**config.mk**
```make
export PLATFORM = sky130hd
export DESIGN_NAME = multiplier
export DESIGN_NICKNAME = d
export VERILOG_FILES = /design/src/rtl/nn_fixed_pkg.sv /design/src/rtl/multiplier_scale.sv /design/src/rtl/multiplier.sv
export SDC_FILE = /design/constraint.sdc
export NUM_CORES = 1
export LEC_CHECK = 0
export ABC_AREA = 1
export CORE_MARGIN = 1.5
export CORE_UTILIZATION = 40
export CTS_BUF_LIST = sky130_fd_sc_hd__clkbuf_8 sky130_fd_sc_hd__clkbuf_16
export CTS_CLUSTER_SIZE = 40
export DETAILED_ROUTE_END_ITERATION = 10
export DONT_BUFFER_PORTS = 1
export PLACE_DENSITY = 0.65
export SYNTH_ARGS = -nofsm -noshare
export SYNTH_HDL_FRONTEND = slang
export SYNTH_SLANG_ARGS = --single-unit
```
**constraint.sdc**
```tcl
create_clock -name clk -period 7.7 [get_ports clk]
set_input_delay 1.155 -clock clk [delete_from_list [all_inputs] [get_ports clk]]
set_output_delay 1.155 -clock clk [all_outputs]
set_load 0.01 [all_outputs]
```
**src/rtl/nn_fixed_pkg.sv**
```systemverilog
// Shared signed fixed-point formats for the sigmoid and neuron blocks.
// Provides Q8.8 / Q16.16 widths, the encoding of 1.0, and the value typedefs.
package nn_fixed_pkg;

  localparam int unsigned Q8_8_BITS   = 16;
  localparam int unsigned Q8_8_FRAC   = 8;
  localparam int unsigned Q16_16_BITS = 32;
  localparam int unsigned Q16_16_FRAC = 16;

  localparam logic [15:0] Q8_8_ONE   = 16'h0100;
  localparam logic [31:0] Q16_16_ONE = 32'h0001_0000;

  typedef logic signed [15:0] q8_8_t;
  typedef logic signed [31:0] q16_16_t;

endpackage

```
**src/rtl/multiplier_scale.sv**
```systemverilog
// Combinational rescale of a 2*BITS product: arithmetic shift by FRAC, slice to BITS.
// MULTIPLIER_SATURATE_EN selects clamping on overflow; otherwise the slice wraps.
module multiplier_scale #(
  parameter int unsigned BITS = 16,
  parameter int unsigned FRAC = BITS / 2
) (
  input  logic signed [2*BITS-1:0] p,
  output logic signed [BITS-1:0]   ab
);

`ifdef MULTIPLIER_SATURATE_EN
  logic signed [2*BITS-1:0] shifted;
  logic                     ovf;

  assign shifted = p >>> FRAC;
  // In range only when every bit above the result's sign bit copies it.
  assign ovf = (shifted[2*BITS-1:BITS-1] != '0) && (shifted[2*BITS-1:BITS-1] != '1);

  always_comb begin
    ab = shifted[BITS-1:0];
    if (ovf) begin
      ab = p[2*BITS-1] ? {1'b1, {(BITS-1){1'b0}}} : {1'b0, {(BITS-1){1'b1}}};
    end
  end
`else
  assign ab = BITS'(p >>> FRAC);
`endif

endmodule

```
**src/rtl/multiplier.sv**
```systemverilog
// Three-stage pipelined signed fixed-point multiplier: AB = (A*B) >>> FRAC.
// Overflow policy is wrap by default; define MULTIPLIER_SATURATE_EN to clamp.
module multiplier
  import nn_fixed_pkg::*;
#(
  parameter int unsigned BITS = Q8_8_BITS,
  parameter int unsigned FRAC = BITS / 2
) (
  input  logic            clk,
  input  logic            rst_n,
  input  logic            in_valid,
  input  logic [BITS-1:0] A,
  input  logic [BITS-1:0] B,
  output logic            out_valid,
  output logic [BITS-1:0] AB
);

  logic signed [BITS-1:0]   a_r;
  logic signed [BITS-1:0]   b_r;
  logic signed [2*BITS-1:0] a_x;
  logic signed [2*BITS-1:0] b_x;
  logic signed [2*BITS-1:0] p_r;
  logic signed [BITS-1:0]   scaled;
  logic                     v1;
  logic                     v2;

  assign a_x = $signed({{BITS{a_r[BITS-1]}}, a_r});
  assign b_x = $signed({{BITS{b_r[BITS-1]}}, b_r});

  multiplier_scale #(
    .BITS(BITS),
    .FRAC(FRAC)
  ) u_scale (
    .p (p_r),
    .ab(scaled)
  );

  // Data registers only load on a valid slot so AB holds between results.
  always_ff @(posedge clk or negedge rst_n) begin
    if (!rst_n) begin
      a_r       <= '0;
      b_r       <= '0;
      p_r       <= '0;
      AB        <= '0;
      v1        <= 1'b0;
      v2        <= 1'b0;
      out_valid <= 1'b0;
    end else begin
      v1        <= in_valid;
      v2        <= v1;
      out_valid <= v2;
      if (in_valid) begin
        a_r <= A;
        b_r <= B;
      end
      if (v1) begin
        p_r <= a_x * b_x;
      end
      if (v2) begin
        AB <= scaled;
      end
    end
  end

endmodule

```
==> results.txt <==
outcome: finished clean
Ports: 52
critical path required time: 7.92 ns
number of synthesized register bits: 67
Die X: 165.4 um
setup ws final: 1.704 ns
# clock sinks: 67
RSZ-0062 raised after global routing: no
DR WL/cell: 15.74 um
most frequent cell after synthesis: inv_1
cell accounting for the most synthesized area: fa_1
Cell Area, Synth: 10550 um2
antenna-violating nets left: 0
DRC: 0
Relative slew margins: 42.78%
Final setup viols: 0
CTS root buf: clkbuf_16
Max clock buf depth: 2
Die Ht: 165.4 um
site row count: 59
DR iter-0 viols: 397
Post-CTS Hold Buffers: 0
Async S/R FF share, synth: 100.0%
worst hold path class: reg2reg
Post-Place Worst Slack: 1.745 ns
DR vias: 7787
synth warn: 0
CP Launch Type: register
syn_nets: 1596
post-synthesis cell type count: 36
total grt overflow: 0
vias per cell: 4.870
Post-Synthesis Cells: 1305
critical path capture point type: register
Final Util: 42.69%
TritonRoute pass-1 iters: 5
largest net degree at the start of global routing: 68
PostCTS Resize Cnt: 0
initial antenna violation count: 2
first-pass GRT wire length: 42630 um
Final Hold Fails: 0
WP data arrival: 6.22 ns
syn_area_per_cell: 8.087 um2
Reg clk slew, reported paths: 0.06 ns
max cap viols: 0
cells along the critical path: nand2_1 > fa_1 > inv_1 > fa_1 > fa_1 > fa_1 > fa_1 > inv_1 > fa_1 > inv_1 > ha_1 > nand2_1 > nor3_1 > and2_1 > o21ai_0 > nand3_1 > nand2_1 > nand3_1 > nand2_1
post-synth top area share: 35.28%
postcts setup bufs: 0
H-tree levels: 3
Max Fclk: 166.8 MHz
Total GRT Usage: 20.39%
worst-margin pin slew: 0.8583 ns
Setup Skew: 0.01236 ns
final setup TNS: 0 ns
DRT Wirelength: 25180 um
fin crit period: 5.996 ns
core box area: 25980 um2
number of flops mapped to enable cells by yosys: 0
Die ar.: 27370 um2
clock latency on the worst-skew pair: 0.35 ns
nets: 1550
Synth area leaders: fa_1 (35%), dfrtp_1 (16%), inv_1 (13%), nand2_1 (12%), ha_1 (8.3%)
slowest stage cell, crit path: dfrtp_1
vias in the first global route: 8430
Slowest Stage Delay on Critical Path: 0.72 ns
CP Class: reg2reg
period utilization: 77.87%
CP dominant cell by count: fa_1
number of CTS-inserted buffers: 9
initial core utilization: 40.62%
Post-synth top cells: inv_1 (378), nand2_1 (345), fa_1 (186)
synthesis-to-layout area growth: 5.098%
IO buf count: 0
Seq/Total Area, Yosys: 15.89%
CTS tree: built
hpwl dp: 20590 um
share of cells above drive strength 1: 5.146%
worst-path fanout max: 17
fin. max-slew vios: 0
placer congestion estimate: 0.8333
Top FF cell, synth: dfrtp_1
[kinds of logic (layout without fill, tap and decap cells)]
group / after synthesis / in the layout / synth area share, %
multiplexers: 41 / 41 / 4.375
AND/OR/NAND/NOR: 442 / 442 / 16.87
AO/OA/AOI/OAI: 54 / 54 / 2.940
other: 0 / 1 / 0
flip-flops: 67 / 67 / 15.89
adder cells (fa/ha/maj): 256 / 256 / 43.58
XOR/XNOR: 9 / 9 / 0.7469
buffers and inverters: 436 / 394 / 15.60
[final timing paths]
kind / from / to / slack, ns / cells past startpoint
setup / recovery: b_r[1]$_DFFE_PN0P_ / p_r[22]$_DFFE_PN0P_ / 1.70 / 19
hold / removal: p_r[22]$_DFFE_PN0P_ / p_r[22]$_DFFE_PN0P_ / 0.48 / 2
setup reg to reg: b_r[1]$_DFFE_PN0P_ / p_r[22]$_DFFE_PN0P_ / 1.70 / 19
hold reg to reg: p_r[22]$_DFFE_PN0P_ / p_r[22]$_DFFE_PN0P_ / 0.48 / 2
max in group asynchronous: rst_n / a_r[9]$_DFFE_PN0P_ / 7.06 / 0
min in group asynchronous: rst_n / AB[4]$_DFFE_PN0P_ / 0.50 / 0
[cells in the final DEF (no fill, tap or decap), drive strengths merged, types with 3 or more instances in the layout]
cell type | netlist | layout
ha | 70 | 70
dfrtp | 67 | 67
a21o | 5 | 5
a21oi | 16 | 16
nand2 | 348 | 348
bufinv | 0 | 3
nor3 | 6 | 6
nor2 | 36 | 36
nand3 | 39 | 39
nand3b | 3 | 3
xnor2 | 7 | 7
o21ai | 22 | 22
o21bai | 3 | 3
mux2 | 41 | 41
a31oi | 6 | 6
inv | 379 | 379
fa | 186 | 186
nand4 | 6 | 6
clkbuf | 48 | 9
[flip-flops by register name, summed over array words and instances (netlist names)]
signal and flops:
AB 16, a_r 16, b_r 16, out_valid 1, p_r 16, v1 1, v2 1
[metrics by stage]
stage          instances  hold WS [ns]  instance area, um2
6_report            1599        0.4750               11090
4_1_cts             1598        0.4811               11090
3_3_place_gp        1583        0.4634               10750
2_1_floorplan       1305        0.3519               10550
3_5_place_dp        1583        0.4641               10750
5_1_grt             1598        0.4849               11090
[metal layers]
metal / share of wire, % / wire [um] / track usage [%]
met1: 42 / 10560 / 25.88
met2: 51 / 12780 / 35.72
met3: 4.5 / 1129 / 3.347
met4: 2.7 / 690 / 5.925
met5: 0.068 / 17 / 0
[cell type report]
type / instances / area [um2]
Clock buffer: 9 / 225.2
Tap cell: 335 / 419.2
Inverter: 379 / 1423
Sequential cell: 67 / 1677
Fill cell: 2614 / 14890
Antenna cell: 1 / 2.502
Multi-Input combinational cell: 802 / 7231
Clock inverter: 6 / 115.1
[critical path, delay by kind of cell, from the launching register on]
| kind | cells | cell delay, ns |
|---|---|---|
| AOI/OAI and AO/OA | 1 | 0.18 |
| adders and majority gates | 7 | 3.47 |
| buffers and inverters | 3 | 0.33 |
| DFF | 1 | 0.72 |
| and+or+nand+nor | 8 | 1.17 |
Power is left out: the tool's default activity adds up to more than one toggle a clock period on the data nets, which glitch-free logic cannot reach.
